--- src/rtl/unidade_controle_multiciclo_pkg.sv ---
// Shared encodings for the multi-cycle main control FSM.
// Opcodes, funct3 codes, ALUop codes, mux selects and state encoding.
package pacote_controle;

  typedef logic [1:0] aluop_t;
  typedef logic [1:0] sel_t;

  localparam logic [6:0] OP_LOAD   = 7'b0000011;
  localparam logic [6:0] OP_STORE  = 7'b0100011;
  localparam logic [6:0] OP_BRANCH = 7'b1100011;
  localparam logic [6:0] OP_IMM    = 7'b0010011;
  localparam logic [6:0] OP_R      = 7'b0110011;

  localparam logic [2:0] F3_LH   = 3'b001;
  localparam logic [2:0] F3_SH   = 3'b001;
  localparam logic [2:0] F3_BNE  = 3'b001;
  localparam logic [2:0] F3_ANDI = 3'b111;
  localparam logic [2:0] F3_ADD  = 3'b000;
  localparam logic [2:0] F3_OR   = 3'b110;
  localparam logic [2:0] F3_SLL  = 3'b001;

  localparam aluop_t ALUOP_MEM  = 2'b00;
  localparam aluop_t ALUOP_BNE  = 2'b01;
  localparam aluop_t ALUOP_R    = 2'b10;
  localparam aluop_t ALUOP_ANDI = 2'b11;

  localparam sel_t SEL_A_PC  = 2'b00;
  localparam sel_t SEL_A_OLD = 2'b01;
  localparam sel_t SEL_A_RS1 = 2'b10;
  localparam sel_t SEL_B_RS2 = 2'b00;
  localparam sel_t SEL_B_4   = 2'b01;
  localparam sel_t SEL_B_IMM = 2'b10;

  typedef enum logic [3:0] {
    INICIO     = 4'd0,
    BUSCA      = 4'd1,
    DECODIFICA = 4'd2,
    CALC_END   = 4'd3,
    LE_MEM     = 4'd4,
    WB_MEM     = 4'd5,
    GRAVA_MEM  = 4'd6,
    EXEC_R     = 4'd7,
    EXEC_I     = 4'd8,
    WB_ALU     = 4'd9,
    DESVIO     = 4'd10,
    ERRO       = 4'd11
  } estado_t;

  function automatic logic r_valido(input logic [2:0] f3);
    return (f3 == F3_ADD) || (f3 == F3_OR) || (f3 == F3_SLL);
  endfunction

endpackage

--- src/rtl/unidade_controle_multiciclo_if.sv ---
// Control bundle between the main FSM (master) and the datapath (slave).
// IR fields and memory ack in; mux selects, enables and ALUop out.
interface unidade_controle_multiciclo_if;
  import pacote_controle::*;

  logic [6:0] opcode;
  logic [2:0] funct3;
  logic       mem_pronto;
  aluop_t     ALUop;
  sel_t       sel_ula_a;
  sel_t       sel_ula_b;
  logic       le_mem;
  logic       escreve_mem;
  logic       iord;
  logic       escreve_ir;
  logic       escreve_pc;
  logic       escreve_pc_cond;
  logic       escreve_reg;
  logic       mem_para_reg;
  logic       instr_invalida;

  modport master (
    input  opcode, funct3, mem_pronto,
    output ALUop, sel_ula_a, sel_ula_b,
    output le_mem, escreve_mem, iord,
    output escreve_ir, escreve_pc, escreve_pc_cond,
    output escreve_reg, mem_para_reg, instr_invalida
  );

  modport slave (
    output opcode, funct3, mem_pronto,
    input  ALUop, sel_ula_a, sel_ula_b,
    input  le_mem, escreve_mem, iord,
    input  escreve_ir, escreve_pc, escreve_pc_cond,
    input  escreve_reg, mem_para_reg, instr_invalida
  );
endinterface

--- src/rtl/unidade_controle_multiciclo.sv ---
// Multi-cycle main control FSM: fetch, decode, execute, memory, writeback.
// Moore outputs except escreve_ir/escreve_pc, gated by mem_pronto in BUSCA.
module unidade_controle_multiciclo
  import pacote_controle::*;
(
  input logic                          clk,
  input logic                          reset,
  unidade_controle_multiciclo_if.master bus
);

  estado_t r_estado;
  estado_t w_prox;

  logic w_lh, w_sh, w_bne, w_andi, w_rtype;

  assign w_lh    = (bus.opcode == OP_LOAD)   && (bus.funct3 == F3_LH);
  assign w_sh    = (bus.opcode == OP_STORE)  && (bus.funct3 == F3_SH);
  assign w_bne   = (bus.opcode == OP_BRANCH) && (bus.funct3 == F3_BNE);
  assign w_andi  = (bus.opcode == OP_IMM)    && (bus.funct3 == F3_ANDI);
  assign w_rtype = (bus.opcode == OP_R)      && r_valido(bus.funct3);

  always_ff @(posedge clk or posedge reset) begin
    if (reset) r_estado <= INICIO;
    else       r_estado <= w_prox;
  end

  always_comb begin
    w_prox = r_estado;
    unique case (r_estado)
      INICIO:     w_prox = BUSCA;
      BUSCA:      if (bus.mem_pronto) w_prox = DECODIFICA;
      DECODIFICA: begin
        unique case (1'b1)
          w_lh, w_sh: w_prox = CALC_END;
          w_rtype:    w_prox = EXEC_R;
          w_andi:     w_prox = EXEC_I;
          w_bne:      w_prox = DESVIO;
          default:    w_prox = ERRO;
        endcase
      end
      CALC_END:   w_prox = w_lh ? LE_MEM : GRAVA_MEM;
      LE_MEM:     if (bus.mem_pronto) w_prox = WB_MEM;
      WB_MEM:     w_prox = BUSCA;
      GRAVA_MEM:  if (bus.mem_pronto) w_prox = BUSCA;
      EXEC_R:     w_prox = WB_ALU;
      EXEC_I:     w_prox = WB_ALU;
      WB_ALU:     w_prox = BUSCA;
      DESVIO:     w_prox = BUSCA;
      ERRO:       w_prox = ERRO;
      default:    w_prox = INICIO;
    endcase
  end

  always_comb begin
    bus.ALUop           = ALUOP_MEM;
    bus.sel_ula_a       = SEL_A_PC;
    bus.sel_ula_b       = SEL_B_RS2;
    bus.le_mem          = 1'b0;
    bus.escreve_mem     = 1'b0;
    bus.iord            = 1'b0;
    bus.escreve_ir      = 1'b0;
    bus.escreve_pc      = 1'b0;
    bus.escreve_pc_cond = 1'b0;
    bus.escreve_reg     = 1'b0;
    bus.mem_para_reg    = 1'b0;
    bus.instr_invalida  = 1'b0;
    unique case (r_estado)
      BUSCA: begin
        bus.le_mem     = 1'b1;
        bus.sel_ula_b  = SEL_B_4;
        bus.escreve_ir = bus.mem_pronto;
        bus.escreve_pc = bus.mem_pronto;
      end
      DECODIFICA: begin
        bus.sel_ula_a = SEL_A_OLD;
        bus.sel_ula_b = SEL_B_IMM;
      end
      CALC_END: begin
        bus.sel_ula_a = SEL_A_RS1;
        bus.sel_ula_b = SEL_B_IMM;
      end
      LE_MEM: begin
        bus.le_mem = 1'b1;
        bus.iord   = 1'b1;
      end
      WB_MEM: begin
        bus.escreve_reg  = 1'b1;
        bus.mem_para_reg = 1'b1;
      end
      GRAVA_MEM: begin
        bus.escreve_mem = 1'b1;
        bus.iord        = 1'b1;
      end
      EXEC_R: begin
        bus.ALUop     = ALUOP_R;
        bus.sel_ula_a = SEL_A_RS1;
      end
      EXEC_I: begin
        bus.ALUop     = ALUOP_ANDI;
        bus.sel_ula_a = SEL_A_RS1;
        bus.sel_ula_b = SEL_B_IMM;
      end
      WB_ALU: bus.escreve_reg = 1'b1;
      DESVIO: begin
        bus.ALUop           = ALUOP_BNE;
        bus.sel_ula_a       = SEL_A_RS1;
        bus.escreve_pc_cond = 1'b1;
      end
      ERRO:    bus.instr_invalida = 1'b1;
      default: ;
    endcase
  end

endmodule
--- src/flat_wrapper.sv ---
// flat-port wrapper written by rule: the top's interface ports become plain ports
module unidade_controle_multiciclo_flat import pacote_controle::*;
  (clk, reset, bus_opcode, bus_funct3, bus_mem_pronto, bus_ALUop, bus_sel_ula_a, bus_sel_ula_b, bus_le_mem, bus_escreve_mem, bus_iord, bus_escreve_ir, bus_escreve_pc, bus_escreve_pc_cond, bus_escreve_reg, bus_mem_para_reg, bus_instr_invalida);
  unidade_controle_multiciclo_if bus_i ();
  input logic clk;
  input logic reset;
  input wire logic [$bits(bus_i.opcode)-1:0] bus_opcode;
  input wire logic [$bits(bus_i.funct3)-1:0] bus_funct3;
  input wire logic [$bits(bus_i.mem_pronto)-1:0] bus_mem_pronto;
  output wire logic [$bits(bus_i.ALUop)-1:0] bus_ALUop;
  output wire logic [$bits(bus_i.sel_ula_a)-1:0] bus_sel_ula_a;
  output wire logic [$bits(bus_i.sel_ula_b)-1:0] bus_sel_ula_b;
  output wire logic [$bits(bus_i.le_mem)-1:0] bus_le_mem;
  output wire logic [$bits(bus_i.escreve_mem)-1:0] bus_escreve_mem;
  output wire logic [$bits(bus_i.iord)-1:0] bus_iord;
  output wire logic [$bits(bus_i.escreve_ir)-1:0] bus_escreve_ir;
  output wire logic [$bits(bus_i.escreve_pc)-1:0] bus_escreve_pc;
  output wire logic [$bits(bus_i.escreve_pc_cond)-1:0] bus_escreve_pc_cond;
  output wire logic [$bits(bus_i.escreve_reg)-1:0] bus_escreve_reg;
  output wire logic [$bits(bus_i.mem_para_reg)-1:0] bus_mem_para_reg;
  output wire logic [$bits(bus_i.instr_invalida)-1:0] bus_instr_invalida;
  assign bus_i.opcode = bus_opcode;
  assign bus_i.funct3 = bus_funct3;
  assign bus_i.mem_pronto = bus_mem_pronto;
  assign bus_ALUop = bus_i.ALUop;
  assign bus_sel_ula_a = bus_i.sel_ula_a;
  assign bus_sel_ula_b = bus_i.sel_ula_b;
  assign bus_le_mem = bus_i.le_mem;
  assign bus_escreve_mem = bus_i.escreve_mem;
  assign bus_iord = bus_i.iord;
  assign bus_escreve_ir = bus_i.escreve_ir;
  assign bus_escreve_pc = bus_i.escreve_pc;
  assign bus_escreve_pc_cond = bus_i.escreve_pc_cond;
  assign bus_escreve_reg = bus_i.escreve_reg;
  assign bus_mem_para_reg = bus_i.mem_para_reg;
  assign bus_instr_invalida = bus_i.instr_invalida;
  unidade_controle_multiciclo u_core (.clk(clk), .reset(reset), .bus(bus_i));
endmodule
--- config.mk ---
export PLATFORM = sky130hd
export DESIGN_NAME = unidade_controle_multiciclo_flat
export DESIGN_NICKNAME = d
export VERILOG_FILES = /design/src/rtl/unidade_controle_multiciclo_pkg.sv /design/src/rtl/unidade_controle_multiciclo_if.sv /design/src/rtl/unidade_controle_multiciclo.sv /design/src/flat_wrapper.sv
export SDC_FILE = /design/constraint.sdc
export NUM_CORES = 1
export LEC_CHECK = 0
export ABC_AREA = 1
export CAP_MARGIN = 30
export CELL_PAD_IN_SITES_DETAIL_PLACEMENT = 1
export CELL_PAD_IN_SITES_GLOBAL_PLACEMENT = 2
export CORE_MARGIN = 2
export CORE_UTILIZATION = 17
export CTS_CLUSTER_DIAMETER = 80
export CTS_CLUSTER_SIZE = 14
export DETAILED_ROUTE_END_ITERATION = 12
export PLACE_DENSITY_LB_ADDON = 0.08
export SKIP_CTS_REPAIR_TIMING = 1
export SLEW_MARGIN = 10
export SYNTH_ARGS = -nofsm -noshare
export SYNTH_HDL_FRONTEND = slang
export SYNTH_SLANG_ARGS = --single-unit
--- constraint.sdc ---
create_clock -name clk -period 2.32 [get_ports clk]
set_input_delay 0.232 -clock clk [delete_from_list [all_inputs] [get_ports clk]]
set_output_delay 0.232 -clock clk [all_outputs]
set_load 0.01 [all_outputs]
==> impl_metrics.yaml <==
die:
  dieArea_mm2: 0.003307
  pin_count: 28
  rows: 19
  die_x_um: 57.51
  core_mm2: 0.002734
  die_h_um: 57.51
  initial_core_util: 0.1780
timing:
  period_share: 0.8690
  finalHoldViolCount: 0
  rsz0062_at_grt: "false"
  fin_ws_ns: 0.3040
  maxSlewViolCount: 0
  setup_viol: 0
  fin_skew_ns: 0.0007745
  worst_pin_slew_ns: 0.2495
  fin_crit_ns: 2.016
  max_freq_ghz: 0.4960
  relSlewSlack: 0.8330
  fin_setup_tns_ns: 0
critical_path:
  worst_setup_path_start_kind: "flop"
  arrival_ns: 1.78
  required_ns: 2.09
  crit_fanout: 6
  critical_path_class: "reg2out"
  r2r-start: "u_core.r_estado[2]$_DFFE_PP0P_"
  rrSetupSlack_ns: 0.96
  cp-end-kind: "primary output"
  worstReg2RegEnd: "u_core.r_estado[2]$_DFFE_PP0P_"
  reg2regPathDepth: 7
global_routing:
  grt_max_degree: 7
  grt_use_total: 0.1010
  grt_pass1_vias: 655
  antenna_found_initial: 0
  grt-ovfl-total: 0
  grt_pass1_wl_um: 2608
synth:
  synth_common_cells: "nand2_1, inv_1, nor2_1, nand3_1"
  synth_top_cells_by_area: "dfrtp_1, nand2_1, inv_1"
  synth_seq_area_share: 0.2057
  async_flop_share: 1.000
  synth_cell_types: 15
  yosys.area.top_type: "dfrtp_1"
  yosysMostFrequentCell: "nand2_1"
  synth-seq-cells: 4
  synth_edf_count: 0
  synth-main-ff-cell: "dfrtp_1"
  syn_avg_cell_area_um2: 5.123
  synth_cells: 95
  synth_area_um2: 486.7
  synth_top_area_frac: 0.2057
  synth_nets: 108
  ys_warn_count: 0
drt:
  firstDrtPassIters: 2
  drtIter0Drc: 9
  drtAntennaViolNets: 0
  drt-total-wl_um: 1580
  wire_per_inst_um: 10.19
  via_per_inst: 4.129
  num_vias: 640
  drc_errors: 0
clock_tree:
  clkTransAtPathRegs_ns: 0.04
  numCtsBuffers: 3
  root_buffer: "clkbuf_4"
  cts.htree.levels: 1
  clockBufferDepth: 2
  cts_tree: "built"
  clk_latency_ns: 0.23
  cts.sinks: 4
pwr:
  p_per_area_mw_per_mm2: 962.7
  p_leak_nw: 0.4126
  worst_ir_drop_vdd_v: 0.0003649
cells_and_area:
  reg.largest.list: "u_core.r_estado: 4 flops"
  multi_input_area_um2: 281.5
  finalNonFillerCells: 155
  final_layout_size_suffix_gt1_frac: 0.06452
  final_cell_area_um2: 810.8
  antenna_cells: 0
  areaGrowthSynthToFinish_pct: 66.58
  final-seq-area_um2: 100.1
  nNetsFinal: 139
  top_register: "u_core.r_estado"
  largest_register_ffs: 4
  n_fill_cell: 368
place:
  pre_cts_ws_ns: 0.5191
  port_buffers: 27
  placed_cell_area_um2: 788.3
  dpl.hpwl_um: 1437
  gp_congestion: 0.7109
  place_inst: 152
min_path:
  hold_path.class: "in2async"
job:
  drv_cap: 0
run_status:
  outcome: "complete, no violations"
-- critical path: stages, from the launching register on --
cell and delay [ns]:
dfrtp_1 0.44, inv_1 0.06, nor2_1 0.12, inv_1 0.10, nor2_1 0.13, inv_1 0.07
nor2_1 0.09, clkdlybuf4s50_1 0.54
-- final cells by class --
type                    instances  area share
multi-input cells              64      0.3472
repair buffers                 27      0.3333
flip-flops and latches          4      0.1235
inverters                      26      0.1204
well taps                      31     0.04784
clock buffers                   3     0.02778
-- worst max-delay path by stage --
stage / from / end / slack (ns) / cells past startpoint
finish: u_core.r_estado[3]$_DFFE_PP0P_ / bus_escreve_pc_cond / 0.30 / 7
global route: u_core.r_estado[3]$_DFFE_PP0P_ / bus_escreve_pc_cond / 0.12 / 7
CTS: u_core.r_estado[3]$_DFFE_PP0P_ / bus_escreve_pc_cond / 0.27 / 7
detailed placement: u_core.r_estado[3]$_DFFE_PP0P_ / bus_escreve_pc_cond / 0.52 / 7
global placement: u_core.r_estado[2]$_DFFE_PP0P_ / bus_escreve_mem / 0.50 / 5
floorplan: u_core.r_estado[2]$_DFFE_PP0P_ / bus_escreve_pc / 1.01 / 4
-- through the flow --
step / power (mW) / utilization / hold WS, ns
after floorplan: 0.4400 / - / -0.001918
after global placement: 0.7103 / 0.2883 / 0.4291
after detailed placement: 0.7102 / 0.2883 / 0.4337
after CTS: 0.8000 / 0.2966 / 0.1837
after global routing: 0.8655 / 0.2966 / 0.1988
final: 0.7805 / 0.2966 / 0.1886
-- where the power goes --
part           switching [mW]  internal [mW]  leakage [nW]
clock network          0.0266         0.0577        0.0138
logic                   0.289          0.256         0.349
registers              0.0495          0.101        0.0499
-- layout by cell type, fill, tap and decap left out --
| cell | instances |
|---|---|
| nor3_1 | 4 |
| nor2_1 | 14 |
| o21ai_0 | 4 |
| and2_1 | 1 |
| o21ai_1 | 1 |
| nand2_1 | 25 |
| dfrtp_1 | 4 |
| clkbuf_4 | 3 |
| nand3_1 | 6 |
| inv_2 | 2 |
| nor2_2 | 2 |
| inv_1 | 24 |
| clkdlybuf4s50_1 | 27 |
| nand4_1 | 2 |
| a21oi_2 | 1 |
| a21oi_1 | 4 |
-- routing by layer --
layer	vias to the layer above	GRT usage	part of all wire
met5	-	0	0
met1	280	0.1126	0.44
met3	0	0.01361	0.041
met4	0	0.03987	0
met2	17	0.1899	0.52
li1	343	-	-
-- kinds of logic (layout without fill, tap and decap cells) --
logic type / after synthesis / in the layout / synth area share
flip-flops: 4 / 4 / 0.2057
buffers and inverters: 27 / 56 / 0.2160
AO/OA/AOI/OAI: 10 / 10 / 0.1105
AND/OR/NAND/NOR: 54 / 54 / 0.4679
Power figures use the tool's default switching activity.
